$ cat src/rtl/zynq_ep_credit_gate.sv
// Credit gate between host request stream and manycore endpoint: one-entry
// zero-bubble output buffer, outstanding-credit accounting and a drain fence.
module zynq_ep_credit_gate #(
  parameter int pkt_width_p   = 32,
  parameter int max_credits_p = 32,
  localparam int cw           = $clog2(max_credits_p + 1)
) (
  input  logic                   clk_i,
  input  logic                   reset_i,
  input  logic                   host_req_v_i,
  input  logic [pkt_width_p-1:0] host_req_data_i,
  output logic                   host_req_ready_o,
  output logic                   ep_req_v_o,
  output logic [pkt_width_p-1:0] ep_req_data_o,
  input  logic                   ep_req_ready_i,
  input  logic                   ep_credit_return_i,
  input  logic                   fence_i,
  output logic                   fence_done_o,
  output logic [cw-1:0]          credits_used_o,
  output logic                   underflow_err_o
);

  // state | meaning
  // RUN   | accepting host requests while credits remain
  // FENCE | host blocked; waiting for buffer empty and all credits returned
  typedef enum logic [0:0] {RUN, FENCE} state_t;

  localparam logic [cw-1:0] max_cr = cw'(max_credits_p);

  state_t                 state_r, state_n;
  logic                   full_r;
  logic [pkt_width_p-1:0] data_r;
  logic [cw-1:0]          credits_r;
  logic                   underflow_r;
  logic                   host_acc, ep_acc;

  assign ep_acc = full_r & ep_req_ready_i;
  assign host_acc = host_req_v_i & host_req_ready_o;

  always_ff @(posedge clk_i or posedge reset_i) begin
    if (reset_i) state_r <= RUN;
    else         state_r <= state_n;
  end

  always_comb begin
    state_n          = state_r;
    host_req_ready_o = 1'b0;
    fence_done_o     = 1'b0;
    case (state_r)
      RUN: begin
        host_req_ready_o = (credits_r < max_cr) && (!full_r || ep_acc);
        if (fence_i) state_n = FENCE;
      end
      FENCE: begin
        if (!full_r && credits_r == '0) begin
          fence_done_o = 1'b1;
          state_n      = RUN;
        end
      end
      default: state_n = RUN;
    endcase
  end

  always_ff @(posedge clk_i or posedge reset_i) begin
    if (reset_i)       full_r <= 1'b0;
    else if (host_acc) full_r <= 1'b1;
    else if (ep_acc)   full_r <= 1'b0;
  end

  // Payload needs no reset: it is only observed while the full bit is set.
  always_ff @(posedge clk_i) begin
    if (host_acc) data_r <= host_req_data_i;
  end

  always_ff @(posedge clk_i or posedge reset_i) begin
    if (reset_i) begin
      credits_r   <= '0;
      underflow_r <= 1'b0;
    end else if (host_acc && !ep_credit_return_i) begin
      credits_r <= credits_r + cw'(1);
    end else if (!host_acc && ep_credit_return_i) begin
      if (credits_r == '0) underflow_r <= 1'b1;
      else                 credits_r   <= credits_r - cw'(1);
    end
  end

  assign ep_req_v_o      = full_r;
  assign ep_req_data_o   = data_r;
  assign credits_used_o  = credits_r;
  assign underflow_err_o = underflow_r;

endmodule

$ cat config.mk
export PLATFORM = sky130hd
export DESIGN_NAME = zynq_ep_credit_gate
export DESIGN_NICKNAME = d
export VERILOG_FILES = /design/src/rtl/zynq_ep_credit_gate.sv
export SDC_FILE = /design/constraint.sdc
export NUM_CORES = 1
export LEC_CHECK = 0
export CAP_MARGIN = 40
export CORE_MARGIN = 2
export CORE_UTILIZATION = 42
export DETAILED_ROUTE_END_ITERATION = 10
export GPL_TIMING_DRIVEN = 0
export PLACE_DENSITY = 0.86
export RECOVER_POWER = 100
export SKIP_LAST_GASP = 1
export SLEW_MARGIN = 0
export SYNTH_ARGS = -nofsm -noshare
export SYNTH_HDL_FRONTEND = slang
export SYNTH_SLANG_ARGS = --single-unit
$ cat constraint.sdc
create_clock -name clk_i -period 4.7 [get_ports clk_i]
set_input_delay 1.175 -clock clk_i [delete_from_list [all_inputs] [get_ports clk_i]]
set_output_delay 1.175 -clock clk_i [all_outputs]
set_load 0.01 [all_outputs]
* Word-level counts from Yosys, hierarchy flattened
Cells that the tools add are included.
Cells by class: bitwise gates (word level) 4, equal/unequal tests 1, magnitude comparators 1, $add $sub $neg 2, reduce and logical (&&, ||, !) cells 13, mux-type cells 11
Operators with widths (number):
- $mux 6 | 3
- $mux 1 | 7
- $add 6x1->6 const B | 1
- $logic_not 6->1 | 1
- $lt 6x6->1 const B | 1
- $sub 6x1->6 const B | 1
- $logic_and 1x1->1 | 4
- $reduce_bool 2->1 | 2
- $logic_not 1->1 | 3
- $reduce_and 3->1 | 1
- $and 1x1->1 | 2
- $ne 2x1->1 const B | 1
- $not 1->1 | 2
- $pmux 1 s2 | 1
- $reduce_and 2->1 | 1
- $logic_or 1x1->1 | 1
Word-level totals: flip-flop bits (word level) 41, logic and storage cells 37, output and inout bits 42, input bits 38

* Longest topological paths before layout
depth after elaboration 9, depth in mapped cells 11, depth with buffers taken out 11

* Worst setup path after synthesis
Ideal clock, no wire load.
path type input -> register, start point input ep_req_ready_i, end point register credits_r[4] (netlist: credits_used_o[4]), setup time 0.127 ns, setup slack 0.775 ns, buffers on the path 0, stages on the path 11, data required time 4.573 ns, data arrival time 3.798 ns, path through nor2b_1 nor3_1 nand2_1 inv_1 ha_1 inv_1 fa_1 a21o_1 a21oi_1 xor2_1 o21ai_0
Between the ends: longest elaborated chain between the ends 9, elaborated cells between the ends (all ways) 12, those cells by class 1 x eq/ne; 2 x mux; 2 x bitwise; 7 x reduce/logical
Ends and longest elaborated chain:
- start, declared | line 15 | input logic ep_req_ready_i,
- $and 1x1->1 * | line 37 | assign ep_acc = full_r & ep_req_ready_i;
- $logic_or 1x1->1 * | line 51 | host_req_ready_o = (credits_r < max_cr) && (!full_r || ep_acc);
- $logic_and 1x1->1 * | line 51
- $mux 1 * | line 49 | case (state_r)
- via host_req_ready_o | line 12 | output logic host_req_ready_o,
- $and 1x1->1 * | line 38 | assign host_acc = host_req_v_i & host_req_ready_o;
- via host_acc | line 35 | logic host_acc, ep_acc;
- $logic_not 1->1 | line 81 | end else if (!host_acc && ep_credit_return_i) begin
- $logic_and 1x1->1 | line 81
- $reduce_bool 2->1 (no source line)
- $reduce_and 2->1 (no source line)
- end signal, assigned | line 80 | credits_r <= credits_r + cw'(1);
- end signal, assigned | line 83 | else credits_r <= credits_r - cw'(1);
- end, declared | line 33 | logic [cw-1:0] credits_r;
Mark *: on every way through the listed nets, which the timed path passes. The rest lies on a longest branch. A chain may end at the register's enable or synchronous reset.

* Worst setup path after layout
start point input ep_req_ready_i, end point output host_req_ready_o
Between the ends: longest elaborated chain between the ends 4
Ends and longest elaborated chain (line):
- $and 1x1->1 | 37
- $logic_or 1x1->1 | 51
- $logic_and 1x1->1 | 51
- $mux 1 | 49
- end, declared | 12
No other way between the ends.

==> qor.yml <==
ctsHtreeMaxLevel: 2
core_um2: 3660
final_nets: 231
cap_violations: 0
synth.largest_area_cell: "edfxtp_1"
drive_gt1_frac: 0.0481
drc: 0
fin_cells: 235
fillers: 269
hold_path_startpoint: "underflow_err_o$_DFFE_PP0P_"
synth_nets: 144
grtUsageTotal: 0.217
insertion_delay_ps: 300
synth_area_um2: 1600
worstPathRequired_ps: 3520
min_path_type: "reg2reg"
synth_edf_count: 32
hold_buffers: 0
final_area_um2: 2530
clk_pin_slew_ps: 80
irDropWorstVdd_v: 0.000270
fp-row-count: 22
drtAntennaViolNets: 0
design.portCount: 80
synth-seq-area-share: 0.742
worst_pin_slew_ps: 1370
cp_common_cell: "dlygate4sd3_1"
synth_area_per_cell_um2: 16.2
crit_slowest_cell: "dlygate4sd3_1"
slew_headroom: 0.0842
layout_setup_ws_ps: 912
cts_tree: "yes"
start_util: 0.437
cts_made_buffers: 5
avgRoutedWirePerCell_um: 17.9
drt_iter0_markers: 96
postSynthCellCount: 99
antenna_found_initial: 0
place_hpwl_um: 2930
cts_setup_buffers: 0
post-route-period-util: 0.806
cp_max_fo: 2
grt_pass1_vias: 1149
root_buffer: "clkbuf_8"
gp_congestion: 0.764
status: "finished clean"
setup_tns_ps: 0
slowest_delay_ps: 640
path_buf_inv: 2
place_area_um2: 2480
crit_path_start_kind: "input port"
dp_cells: 227
cellPowerDensity_nw_per_um2: 449
hold_depth: 1
ys_async_sr_fraction: 0.220
fin_skew_ps: 8.33
wirelength_um: 4210
cp.depth: 4
cts_sinks: 41
dieArea_um2: 4320
yosysMostFrequentCell: "edfxtp_1"
arrival_ps: 2610
ys_types: 30
grt_pass1_wl_um: 6370
grt_overflow: 0
synth_common_cells: "edfxtp_1 (32), dfrtp_1 (9), inv_1 (7)"
clockBufferDepth: 2
ys_ff_latch: 41
max_freq_mhz: 264
setup_viol: 0
ys.flop_type: "edfxtp_1"
synth_warnings: 0
rr_endpoint: "credits_used_o[5]$_DFFE_PP0P_"
critPathKind: "in2out"
timing.rr.start: "ep_req_v_o$_DFFE_PP0P_"
area_growth_pct: 58.1
cp-endpoint: "host_req_ready_o"
hold_viol: 0
final_max_slew_viol_count: 0
dp_slack_ps: 580
fin_crit_ps: 3790
grt_max_degree: 26
cp_top_family: "buffers and inverters"
dieHeight_um: 65.7
ff2ff_setup_slack_ps: 1900
port_buffers: 79
die_x_um: 65.7
rsz0062_at_grt: "no"
post_cts_resized: 0
endpoint_kind: "primary output"
ys_top_cells_by_area: "edfxtp_1 (60%), dfrtp_1 (14%), ha_1 (4.7%)"
p_leak_nw: 0.958
num_vias: 1165
drt-pass1-iter-count: 4
critPathLaunch: "ep_req_ready_i"
n_antenna_cell: 0
rr_worst_depth: 11
vias_per_cell: 4.96
crit_chain: "dlygate4sd3_1, nor2b_1, nor3_1, dlygate4sd3_1"
yosysTopAreaCellShare: 0.601
[cell families after synthesis]
family,share of synthesized area
XOR/XNOR,0.0219
AND/OR/NAND/NOR,0.0681
multiplexers,0.0219
buffers and inverters,0.0243
adder cells (fa/ha/maj),0.0595
AO/OA/AOI/OAI,0.0626
flip-flops,0.742
[flip-flops by register name, summed over array words and instances, names as in the netlist]
register,cells
underflow_err_o,1
credits_used_o,6
ep_req_data_o,32
ep_req_v_o,1
state_r,1
[per-stage QoR]
stage                     power [W]  hold WS, ps   util
after detailed placement   0.000956          458  0.677
after global placement     0.000936          451  0.669
final                       0.00114          476  0.691
after floorplan            0.000755          486      -
after CTS                   0.00120          485  0.701
after global routing        0.00121          500  0.691
[worst reg2reg max path, stage by stage, from the launching register on]
cell and delay (ps):
dfrtp_1 400, nor2b_1 140, nor3_1 190, nand2_1 130
inv_1 280, ha_1 310, inv_1 170, ha_1 380
nand3_1 110, o2111ai_1 250, mux2i_1 220, o21ai_0 100
[per-layer routing]
metal | routed length, µm | share of wire | vias to the layer above | GRT usage
li1 | - | - | 537 | -
met1 | 1620 | 0.38 | 557 | 0.255
met2 | 2080 | 0.49 | 64 | 0.354
met3 | 445 | 0.11 | 7 | 0.0890
met4 | 68 | 0.016 | 0 | 0.0859
met5 | 0 | 0 | - | 0
[placed cells by master, fill, tap and decap left out, types with 3 or more instances in the layout]
cell / synthesis / final
dfrtp_1: 9 / 9
dlygate4sd3_1: 0 / 76
edfxtp_1: 32 / 32
clkbuf_8: 0 / 6
nor3_1: 4 / 4
clkbuf_1: 0 / 4
clkdlybuf4s50_1: 0 / 3
o21ai_0: 5 / 5
nand2_1: 6 / 6
inv_1: 7 / 7
ha_1: 6 / 6
xnor2_1: 3 / 3
[final cells by class]
type                            count  area (µm²)  area share
Buffer                              2        11.3     0.00445
Inverter                            7        26.3      0.0104
Sequential cell                    41        1190       0.469
Timing Repair Buffer               80         795       0.314
Multi-Input combinational cell     49         360       0.143
Clock buffer                        8        90.1      0.0356
Tap cell                           48        60.1      0.0238
[power breakdown]
part	switching (W)	internal, W	total, W	leakage, nW
Combinational	0.000183	0.000202	0.000385	0.518
Clock	0.000115	0.000120	0.000234	0.0455
Sequential	0.0000578	0.000458	0.000516	0.394
[worst min-delay path by stage]
stage | to | slack, ps
after floorplan | state_r$_DFF_PP0_ | 490
after global placement | underflow_err_o$_DFFE_PP0P_ | 450
after detailed placement | underflow_err_o$_DFFE_PP0P_ | 460
after CTS | underflow_err_o$_DFFE_PP0P_ | 480
after global routing | underflow_err_o$_DFFE_PP0P_ | 500
final | underflow_err_o$_DFFE_PP0P_ | 480
Note: power is estimated with default switching activity, not from simulation.
